### config.mk
export PLATFORM = sky130hd
export DESIGN_NAME = pc_sequencer
export DESIGN_NICKNAME = d
export VERILOG_FILES = /design/src/rtl/pc_pkg.sv /design/src/rtl/pc_ras.sv /design/src/rtl/pc_sequencer.sv
export SDC_FILE = /design/constraint.sdc
export NUM_CORES = 1
export LEC_CHECK = 0
export ABC_AREA = 1
export CAP_MARGIN = 20
export CORE_MARGIN = 5
export CORE_UTILIZATION = 35
export CTS_BUF_LIST = sky130_fd_sc_hd__clkbuf_8
export CTS_CLUSTER_DIAMETER = 80
export DETAILED_ROUTE_END_ITERATION = 10
export HOLD_SLACK_MARGIN = 0.02
export MAX_ROUTING_LAYER = met4
export SYNTH_ARGS = -nofsm -noshare
export SYNTH_HDL_FRONTEND = slang
export SYNTH_SLANG_ARGS = --single-unit
### constraint.sdc
create_clock -name clk -period 2.4 [get_ports clk]
set_input_delay 0.48 -clock clk [delete_from_list [all_inputs] [get_ports clk]]
set_output_delay 0.48 -clock clk [all_outputs]
set_load 0.01 [all_outputs]
### src/rtl/pc_pkg.sv
// pc_pkg: types and helpers shared by the PC sequencer and its return-address stack.
//   sel_t        : next-PC source chosen each accepted cycle
//   ras_depth_ok : true when a stack depth is >= 2 and a power of two
package pc_pkg;

  typedef enum logic [2:0] {
    SEL_INC       = 3'd0,
    SEL_RET       = 3'd1,
    SEL_CALL      = 3'd2,
    SEL_BR        = 3'd3,
    SEL_RET_EMPTY = 3'd4
  } sel_t;

  // Power-of-two depth lets the top pointer wrap for free.
  function automatic bit ras_depth_ok(input int unsigned depth);
    return (depth >= 2) && ((depth & (depth - 1)) == 0);
  endfunction

endpackage

### src/rtl/pc_ras.sv
// pc_ras: circular return-address stack. When full, a push overwrites the oldest entry.
// Ports:
//   clk, reset      : clock, async active-high reset
//   push, pop       : one-hot requests (the caller never asserts both)
//   push_data       : address written on push
//   top_c           : current top entry (read of registered storage)
//   full, empty     : registered occupancy flags
module pc_ras #(
  parameter int unsigned ADDR_W = 10,
  parameter int unsigned DEPTH  = 4
) (
  input  logic              clk,
  input  logic              reset,
  input  logic              push,
  input  logic              pop,
  input  logic [ADDR_W-1:0] push_data,
  output logic [ADDR_W-1:0] top_c,
  output logic              full,
  output logic              empty
);

  localparam int unsigned PTR_W = $clog2(DEPTH);
  localparam int unsigned CNT_W = PTR_W + 1;

  logic [ADDR_W-1:0] mem [DEPTH];
  logic [PTR_W-1:0]  tp;
  logic [PTR_W-1:0]  tp_inc;
  logic [CNT_W-1:0]  count;
  logic [CNT_W-1:0]  count_next;

  assign tp_inc = tp + PTR_W'(1);
  assign top_c  = mem[tp];

  // Count saturates at DEPTH on push (overwrite) and never goes below zero.
  always_comb begin
    count_next = count;
    if (push && (count != CNT_W'(DEPTH))) begin
      count_next = count + CNT_W'(1);
    end else if (pop && (count != CNT_W'(0))) begin
      count_next = count - CNT_W'(1);
    end
  end

  // Storage, pointer and registered flags.
  always_ff @(posedge clk or posedge reset) begin
    if (reset) begin
      for (int i = 0; i < int'(DEPTH); i++) begin
        mem[i] <= '0;
      end
      tp    <= '0;
      count <= '0;
      empty <= 1'b1;
      full  <= 1'b0;
    end else begin
      if (push) begin
        tp          <= tp_inc;
        mem[tp_inc] <= push_data;
      end else if (pop) begin
        tp <= tp - PTR_W'(1);
      end
      count <= count_next;
      empty <= (count_next == CNT_W'(0));
      full  <= (count_next == CNT_W'(DEPTH));
    end
  end

endmodule

### src/rtl/pc_sequencer.sv
// pc_sequencer: program counter with branch, call/return (via pc_ras) and stall.
// Ports:
//   clk, reset                  : clock, async active-high reset
//   en                          : advance enable; low freezes everything except err_clr
//   branch, branch_addr         : jump request and target
//   call, call_addr             : subroutine call (pushes pc+INC) and target
//   ret                         : return to stack top
//   err_clr                     : clear sticky flags (a same-cycle set wins)
//   pc                          : registered program counter
//   ras_empty, ras_full         : registered stack occupancy
//   ras_overflow, ras_underflow : sticky stack error flags
module pc_sequencer import pc_pkg::*; #(
  parameter int unsigned ADDR_W    = 10,
  parameter int unsigned RESET_VEC = 0,
  parameter int unsigned INC       = 1,
  parameter int unsigned RAS_DEPTH = 4
) (
  input  logic              clk,
  input  logic              reset,
  input  logic              en,
  input  logic              branch,
  input  logic [ADDR_W-1:0] branch_addr,
  input  logic              call,
  input  logic [ADDR_W-1:0] call_addr,
  input  logic              ret,
  input  logic              err_clr,
  output logic [ADDR_W-1:0] pc,
  output logic              ras_empty,
  output logic              ras_full,
  output logic              ras_overflow,
  output logic              ras_underflow
);

  if (!ras_depth_ok(RAS_DEPTH)) begin : g_bad_depth
    $error("pc_sequencer: RAS_DEPTH must be >= 2 and a power of two");
  end

  sel_t              sel;
  logic [ADDR_W-1:0] pc_inc;
  logic [ADDR_W-1:0] ras_top;
  logic              push;
  logic              pop;
  logic              ovf_set;
  logic              unf_set;

  // Wrap-around of pc+INC is intentional and silent.
  assign pc_inc = pc + ADDR_W'(INC);

  // Fixed priority ret > call > branch > increment.
  always_comb begin
    sel = SEL_INC;
    if (ret) begin
      sel = ras_empty ? SEL_RET_EMPTY : SEL_RET;
    end else if (call) begin
      sel = SEL_CALL;
    end else if (branch) begin
      sel = SEL_BR;
    end
  end

  assign push    = en && (sel == SEL_CALL);
  assign pop     = en && (sel == SEL_RET);
  assign ovf_set = push && ras_full;
  assign unf_set = en && (sel == SEL_RET_EMPTY);

  pc_ras #(
    .ADDR_W (ADDR_W),
    .DEPTH  (RAS_DEPTH)
  ) u_ras (
    .clk       (clk),
    .reset     (reset),
    .push      (push),
    .pop       (pop),
    .push_data (pc_inc),
    .top_c     (ras_top),
    .full      (ras_full),
    .empty     (ras_empty)
  );

  // PC register.
  always_ff @(posedge clk or posedge reset) begin
    if (reset) begin
      pc <= ADDR_W'(RESET_VEC);
    end else if (en) begin
      case (sel)
        SEL_RET:  pc <= ras_top;
        SEL_CALL: pc <= call_addr;
        SEL_BR:   pc <= branch_addr;
        default:  pc <= pc_inc;
      endcase
    end
  end

  // Sticky error flags; err_clr acts regardless of en.
  always_ff @(posedge clk or posedge reset) begin
    if (reset) begin
      ras_overflow  <= 1'b0;
      ras_underflow <= 1'b0;
    end else begin
      if (ovf_set) begin
        ras_overflow <= 1'b1;
      end else if (err_clr) begin
        ras_overflow <= 1'b0;
      end
      if (unf_set) begin
        ras_underflow <= 1'b1;
      end else if (err_clr) begin
        ras_underflow <= 1'b0;
      end
    end
  end

endmodule

==> flow_summary.yaml, run 1 <==
outcome:
  status: "finished, final reports clean"
floorplan:
  die_w_um: 107
  num_rows: 35
  dieArea_um2: 11400
  coreArea_um2: 9200
  start_util_pct: 35.6
  die_h_um: 107
  io_pins: 41
placement:
  routabilityCongestion: 0.826
  io_buffers: 40
  place_area_um2: 3820
  dp_hpwl_um: 5900
grt:
  gr-total-overflow: 0
  antenna_found_initial: 0
  first_global_vias: 2786
  grt_usage_pct: 15.0
  grt_start_max_net_pins: 32
  grt_pass1_wl_um: 13400
route:
  drt_iter0_markers: 130
  routed_wl_um: 7840
  route.detailed.drc: 0
  wl_per_cell_um: 12.7
  vias: 2882
  via_per_inst: 4.66
  dr.pass1.iters: 4
  ant_nets: 0
job:
  maxCapViolations: 0
clock_network:
  cts_resized: 0
  htree_num_levels: 3
  clock_path_buffers: 2
  clkLatencyLatePin_ps: 350
  cts.sinks: 59
  cts_inserted_buffers: 9
  ctsHoldBuffers: 0
  root_buffer: "clkbuf_8"
  cts_tree: "built"
  clkTransAtPathRegs_ps: 80
  cts_setup_buffers: 0
pwr:
  power.leakage_uw: 0.00207
  ir_drop_mv: 0.472
  power_density_nw_per_um2: 1120
hold_path:
  hold_class: "primary input to async pin"
synth:
  synthesis.area_um2: 3270
  ys_types: 31
  syn_avg_cell_area_um2: 7.20
  synth-seq-cells: 59
  yosys_warnings: 0
  seq_area_frac_synth_pct: 45.1
  synthesis.instances: 455
  mappedNetlistNets: 490
sta:
  slew_viol_final: 0
  setup_viol: 0
  period_share_pct: 85.7
  finalHoldViolCount: 0
  min_period_ps: 2060
  skew_ps: 12.4
  grt_setup_unrepaired: "false"
  max_slew_margin_pct: 66.9
  setup_tns_ps: 0
  worst_pin_slew_ps: 495
  fmax_mhz: 486
final_layout:
  area_growth_pct: 23.2
  antenna_cells: 0
  nets: 537
  fin_area_um2: 4030
  drive_gt1_share_pct: 8.09
worst_setup_path:
  endpoint_kind: "output pin"
  cp_max_fo: 12
  critPathBufInv: 1
  critPathLaunchType: "flop"
  worst-setup-path-type: "flop to output pin"
  reg2regPathDepth: 8
  crit_family: "buffers and inverters"
  crit_chain: "clkdlybuf4s50_1"
  cp.arrival_ps: 1580
  slowest_delay_ps: 620
  cp_num_cells: 1
  crit_slowest_cell: "clkdlybuf4s50_1"
  r2r_slack_ps: 590
  critPathRequiredTime_ps: 1920
==> cells by family after synthesis <==
group / share of synthesized area [%]
AND/OR/NAND/NOR: 31.6
AO/OA/AOI/OAI: 10.5
buffers and inverters: 8.18
flip-flops: 45.1
adder cells (fa/ha/maj): 3.06
XOR/XNOR: 1.60
==> sequential cells by signal, summed over array words and instances (netlist names) <==
register       cells
ras_overflow       1
pc                10
u_ras.mem         40
u_ras.tp           2
u_ras.full         1
ras_underflow      1
u_ras.empty        1
u_ras.count        3
==> layout make-up <==
type                            count  area, µm²
Multi-Input combinational cell    333       1530
Inverter                           48        183
Clock inverter                      6       71.3
Fill cell                         939       5160
Tap cell                          111        139
Sequential cell                    59       1480
Clock buffer                       10        138
Timing Repair Buffer               51        495
==> path summary, 6_finish.rpt <==
path,from,endpoint
worst min register to register,u_ras.mem[15]$_DFFE_PP0P_,u_ras.mem[15]$_DFFE_PP0P_
worst max-delay path,pc[0]$_DFFE_PP0P_,pc[0]
worst min-delay path,reset,ras_overflow$_DFFE_PP0P_
min in group clk,u_ras.mem[15]$_DFFE_PP0P_,u_ras.mem[15]$_DFFE_PP0P_
max in group asynchronous,reset,u_ras.mem[25]$_DFFE_PP0P_
worst max register to register,pc[0]$_DFFE_PP0P_,u_ras.mem[36]$_DFFE_PP0P_
==> metrics by stage <==
step / hold WS, ps / cells / worst slack, ps / total power (µW) / utilization [%]
after global placement: 457 / 602 / 359 / 3550 / 41.6
after detailed placement: 460 / 602 / 330 / 3590 / 41.6
final: 449 / 618 / 344 / 4530 / 43.9
after CTS: 467 / 618 / 345 / 4550 / 43.9
after floorplan: 444 / 455 / 465 / 2950 / -
after global routing: 506 / 618 / 278 / 4930 / 43.9
==> synth_stat cells <==
library cell	n	area, µm²
a21boi_0	1	7.51
a211oi_1	1	7.51
nand4_1	3	18.8
a22oi_1	1	7.51
nand3_1	21	105
dfrtp_1	58	1450
nand3b_1	1	7.51
buf_4	4	30.0
inv_2	4	15.0
buf_6	1	11.3
buf_2	5	25.0
o21ai_0	48	240
ha_1	8	100
nand2_2	2	12.5
xor2_1	5	43.8
nand2_1	185	694
o211ai_1	4	30.0
nor2_2	1	6.26
a21oi_1	8	40.0
nor2_1	34	128
dfstp_2	1	26.3
nor3_1	2	10.0
nor2_4	2	22.5
o21ai_1	2	10.0
inv_1	41	154
xnor2_1	1	8.76
inv_4	1	6.26
nand2_4	2	22.5
clkbuf_1	5	18.8
clkinv_1	2	7.51
and2_1	1	6.26
==> report_power, final <==
| part | switching, µW | internal (µW) |
|---|---|---|
| registers | 269 | 1430 |
| clock network | 435 | 516 |
| logic | 1140 | 738 |
| total | 1840 | 2680 |
==> cell usage in the layout, fill, tap and decap left out, types with 5 or more instances in the layout <==
cell type / instances
nand3_1: 21
nand2_1: 185
nor2_1: 34
buf_4: 10
a21oi_1: 8
xor2_1: 5
ha_1: 8
clkbuf_8: 10
o21ai_0: 48
inv_2: 5
inv_1: 40
clkdlybuf4s50_1: 40
dfrtp_1: 58
==> layer usage <==
layer	vias to the layer above	global-route usage (%)	wire length (µm)
li1	1511	-	-
met1	1293	20.3	3940
met2	67	22.6	3470
met3	11	2.71	283
met4	0	5.57	142
met5	-	-	0
No activity file was read; power rests on OpenSTA's default activity.
==> run 2: changes to the inputs <==
Settings changed: CORE_MARGIN 5 to default.
==> run 2 against run 1 <==
Against the previous run: utilization is 1.5 points higher; first-iteration DRC count down 2.3%; sequential share of layout area about the same; via count is 0.59% higher; flip-flop and latch count stayed put; routed wire length is 0.45% higher; clock power up 5%; non-clock buffer count down 1; clock skew is 6.4 ps lower; critical path depth is the same; critical endpoint unchanged; largest cell class unchanged; largest power group unchanged.
==> flow_summary.yaml, run 2 (synthesis results as in run 1) <==
route:
  wl_per_cell_um: 12.8
  route.detailed.drc: 0
  via_per_inst: 4.72
  ant_nets: 0
  drt_iter0_markers: 127
  vias: 2899
  dr.pass1.iters: 4
  routed_wl_um: 7870
grt:
  first_global_vias: 2852
  antenna_found_initial: 0
  grt_usage_pct: 18.3
  grt_pass1_wl_um: 13400
  gr-total-overflow: 0
  grt_start_max_net_pins: 41
floorplan:
  die_w_um: 98.7
  dieArea_um2: 9750
  coreArea_um2: 8890
  die_h_um: 98.7
  start_util_pct: 36.8
  num_rows: 34
  io_pins: 41
worst_setup_path:
  reg2regPathDepth: 8
  crit_family: "buffers and inverters"
  slowest_delay_ps: 620
  worst-setup-path-type: "flop to output pin"
  cp_num_cells: 1
  cp.arrival_ps: 1570
  endpoint_kind: "output pin"
  crit_slowest_cell: "clkdlybuf4s50_1"
  critPathBufInv: 1
  critPathRequiredTime_ps: 1920
  cp_max_fo: 12
  critPathLaunchType: "flop"
  crit_chain: "clkdlybuf4s50_1"
pwr:
  ir_drop_mv: 0.481
  p_total_uw: 4620
  combinationalPowerShare_pct: 40.6
  power_frac_clock_pct: 21.7
  p_seq_share_pct: 37.6
  power_density_nw_per_um2: 1150
  power.leakage_uw: 0.00206
  sw_frac_of_total_pct: 40.3
  internal-power_uw: 2760
  p_sw_uw: 1860
sta:
  setup_viol: 0
  setup_slack_ps: 353
  finalHoldViolCount: 0
  fmax_mhz: 489
  grt_setup_unrepaired: "false"
  max_slew_margin_pct: 60.6
  min_period_ps: 2050
  skew_ps: 5.98
  setup_tns_ps: 0
  slew_viol_final: 0
  worst_pin_slew_ps: 589
  period_share_pct: 85.3
clock_network:
  cts.sinks: 59
  cts_inserted_buffers: 9
  clkLatencyLatePin_ps: 350
  clock_path_buffers: 2
  cts_tree: "built"
  root_buffer: "clkbuf_8"
  ctsHoldBuffers: 0
  clkTransAtPathRegs_ps: 70
  cts_setup_buffers: 0
  cts_resized: 0
  htree_num_levels: 3
placement:
  io_buffers: 40
  dp_hpwl_um: 5800
  dp_slack_ps: 283
  routabilityCongestion: 0.828
final_layout:
  regMostFlops: "u_ras.mem"
  drive_gt1_share_pct: 7.91
  nets: 536
  utilization_pct: 45.3
  layout_common_cells: "nand2_1, dfrtp_1, o21ai_0"
  antenna_cells: 0
  largest_register_ffs: 40
  layout_commonest_cell: "nand2_1"
  area_growth_pct: 23.0
  nFillCells: 885
  largestRegisters: "u_ras.mem: 40 flops, pc: 10 flops, u_ras.count: 3 flops"
outcome:
  status: "finished, final reports clean"
job:
  maxCapViolations: 0
hold_path:
  hold_class: "primary input to async pin"
==> run 2: cell types whose count changed in the layout (fill, tap and decap cells not counted) <==
cell | previous run | this run
clkinv_2 | 0 | 2
inv_6 | 2 | 0
buf_4 | 10 | 9
bufinv_16 | 1 | 2
clkbuf_8 | 10 | 9
clkinv_4 | 1 | 0
clkinvlp_4 | 2 | 3
==> run 2: per-stage QoR <==
step | instance area, µm² | cells | hold WS (ps)
after floorplan | 3270 | 455 | 444
after global placement | 3810 | 598 | 462
after detailed placement | 3810 | 598 | 466
after CTS | 4030 | 614 | 486
after global routing | 4030 | 614 | 506
final | 4030 | 614 | 472
==> run 2: worst paths after layout <==
kind / start / endpoint / slack [ps]
worst max-delay path: pc[0]$_DFFE_PP0P_ / pc[0] / 350
worst min-delay path: reset / u_ras.mem[39]$_DFFE_PP0P_ / 470
worst max register to register: pc[0]$_DFFE_PP0P_ / u_ras.mem[36]$_DFFE_PP0P_ / 540
worst min register to register: u_ras.mem[32]$_DFFE_PP0P_ / u_ras.mem[32]$_DFFE_PP0P_ / 480
max in group asynchronous: reset / u_ras.mem[17]$_DFFE_PP0P_ / 1360
min in group clk: u_ras.mem[32]$_DFFE_PP0P_ / u_ras.mem[32]$_DFFE_PP0P_ / 480
==> run 2: final cells by class <==
cell class                      count  area, µm²  area share (%)
Multi-Input combinational cell    333       1530            38.0
Sequential cell                    59       1480            36.7
Timing Repair Buffer               50        488            12.1
Inverter                           48        183            4.53
Tap cell                          108        135            3.35
Clock buffer                        9        124            3.07
Clock inverter                      7       92.6            2.30
==> run 2: worst register-to-register path: stages (launching register included) <==
cell	delay, ps
dfrtp_1	600
ha_1	260
nand3_1	130
nor2_1	260
nand2_1	100
nand2_1	90
nand2_1	140
nand2_1	80
o21ai_0	80
==> run 2: routing by layer <==
metal  vias up  global-route usage, %  routed length (µm)
li1       1513                      -                   -
met1      1330                   23.5                3990
met2        46                   28.7                3540
met3        10                   3.83                 218
met4         0                   6.54                 122
met5         -                      -                   0
==> run 2: power by group through the flow <==
stage | clock, µW | combinational [µW] | sequential [µW]
CTS | 1020 | 1880 | 1740
detailed placement | 0 | 1870 | 1750
floorplan | 0 | 1260 | 1690
global route | 1060 | 2160 | 1790
global placement | 0 | 1850 | 1750
finish | 1000 | 1880 | 1740
==> run 3: changes to the inputs <==
Clock period 2.4 ns to 2.65 ns, I/O delays scaled along.
==> run 3 against run 2 <==
Against the previous run: via count grew 1.4%; clock-buffer cell count is the same; clock power is essentially flat; power shrank 7.2%; flip-flop and latch count is the same; sequential power shrank 11%; non-clock buffer count shrank 4; largest cell class unchanged; cell area is essentially flat.
==> flow_summary.yaml, run 3 (synthesis results as in run 1) <==
outcome:
  status: "finished, final reports clean"
route:
  via_per_inst: 4.82
  dr.pass1.iters: 4
  ant_nets: 0
  vias: 2939
  routed_wl_um: 8030
  wl_per_cell_um: 13.2
  drt_iter0_markers: 219
  route.detailed.drc: 0
floorplan:
  coreArea_um2: 8890
  die_w_um: 98.7
  io_pins: 41
  start_util_pct: 36.8
  die_h_um: 98.7
  num_rows: 34
  dieArea_um2: 9750
pwr:
  power_density_nw_per_um2: 1060
  power.leakage_uw: 0.00206
  p_total_uw: 4290
  ir_drop_mv: 0.512
final_layout:
  area_growth_pct: 23.1
  antenna_cells: 0
  largest_register_ffs: 40
  layout_commonest_cell: "nand2_1"
  largestRegisters: "u_ras.mem: 40 flops, pc: 10 flops, u_ras.count: 3 flops"
  nets: 532
  nFillCells: 907
  layout_common_cells: "nand2_1, dfrtp_1, o21ai_0"
  regMostFlops: "u_ras.mem"
  drive_gt1_share_pct: 7.17
worst_setup_path:
  cp.arrival_ps: 1570
  crit_slowest_cell: "clkdlybuf4s50_1"
  critPathLaunchType: "flop"
  r2r_slack_ps: 810
  crit_family: "buffers and inverters"
  worst-setup-path-type: "flop to output pin"
  timing.rr.end: "u_ras.mem[28]$_DFFE_PP0P_"
  critPathBufInv: 1
  cp_max_fo: 12
  crit_chain: "clkdlybuf4s50_1"
  reg2regPathDepth: 8
  r2r-start: "pc[0]$_DFFE_PP0P_"
  critPathRequiredTime_ps: 2120
  endpoint_kind: "output pin"
  slowest_delay_ps: 620
placement:
  routabilityCongestion: 0.812
  io_buffers: 40
  dp_hpwl_um: 5860
sta:
  setup_viol: 0
  setup_tns_ps: 0
  skew_ps: 13.4
  finalHoldViolCount: 0
  period_share_pct: 79.2
  min_period_ps: 2100
  max_slew_margin_pct: 61.4
  grt_setup_unrepaired: "false"
  worst_pin_slew_ps: 578
  fmax_mhz: 476
  slew_viol_final: 0
clock_network:
  ctsHoldBuffers: 0
  clkTransAtPathRegs_ps: 80
  clkLatencyLatePin_ps: 340
  htree_num_levels: 3
  cts_inserted_buffers: 9
  cts_setup_buffers: 0
  cts_tree: "built"
  clock_path_buffers: 2
  cts_resized: 0
  cts.sinks: 59
  root_buffer: "clkbuf_8"
job:
  maxCapViolations: 0
grt:
  grt_usage_pct: 18.8
  gr-total-overflow: 0
  grt_pass1_wl_um: 13700
  grt_start_max_net_pins: 35
  first_global_vias: 2804
  antenna_found_initial: 0
hold_path:
  hold_class: "flop to flop"
  hold_end: "u_ras.mem[34]$_DFFE_PP0P_"
  min_delay_path_depth: 2
  hold_start: "u_ras.mem[34]$_DFFE_PP0P_"
==> run 3: area by class of cell <==
| type | count | area, µm² | area share [%] |
|---|---|---|---|
| clock buffer | 9 | 124 | 3.07 |
| clock inverter | 7 | 124 | 3.07 |
| inverter | 48 | 183 | 4.53 |
| multi-input combinational | 333 | 1530 | 37.9 |
| sequential | 59 | 1480 | 36.7 |
| tap | 108 | 135 | 3.35 |
| timing repair buffer | 46 | 458 | 11.4 |
==> run 3: worst max-delay path by stage <==
stage | from | to | depth (start not counted)
floorplan | reset | pc[0]$_DFFE_PP0P_ | 1
global placement | ret | u_ras.mem[13]$_DFFE_PP0P_ | 8
detailed placement | ret | u_ras.mem[13]$_DFFE_PP0P_ | 8
CTS | pc[0]$_DFFE_PP0P_ | pc[0] | 1
global route | pc[0]$_DFFE_PP0P_ | pc[0] | 1
finish | pc[0]$_DFFE_PP0P_ | pc[0] | 1
==> run 3: stage by stage <==
step / cells / worst slack [ps] / cell area, µm² / util [%] / hold WS, ps
after CTS: 610 / 539 / 4030 / 45.3 / 484
after global placement: 594 / 370 / 3780 / 42.5 / 458
final: 610 / 551 / 4030 / 45.3 / 484
after global routing: 610 / 514 / 4030 / 45.3 / 501
after detailed placement: 594 / 316 / 3780 / 42.5 / 465
after floorplan: 455 / 665 / 3270 / - / 444
==> run 3: per-layer routing <==
| metal | wire (µm) | vias up | track usage [%] |
|---|---|---|---|
| li1 | - | 1503 | - |
| met1 | 3910 | 1355 | 24.9 |
| met2 | 3650 | 71 | 28.1 |
| met3 | 361 | 10 | 5.04 |
| met4 | 110 | 0 | 5.97 |
| met5 | 0 | - | - |
==> run 3: power breakdown <==
group	internal (µW)	switching [µW]	total, µW
registers	1300	255	1550
clock network	631	403	1030
logic	659	1040	1700
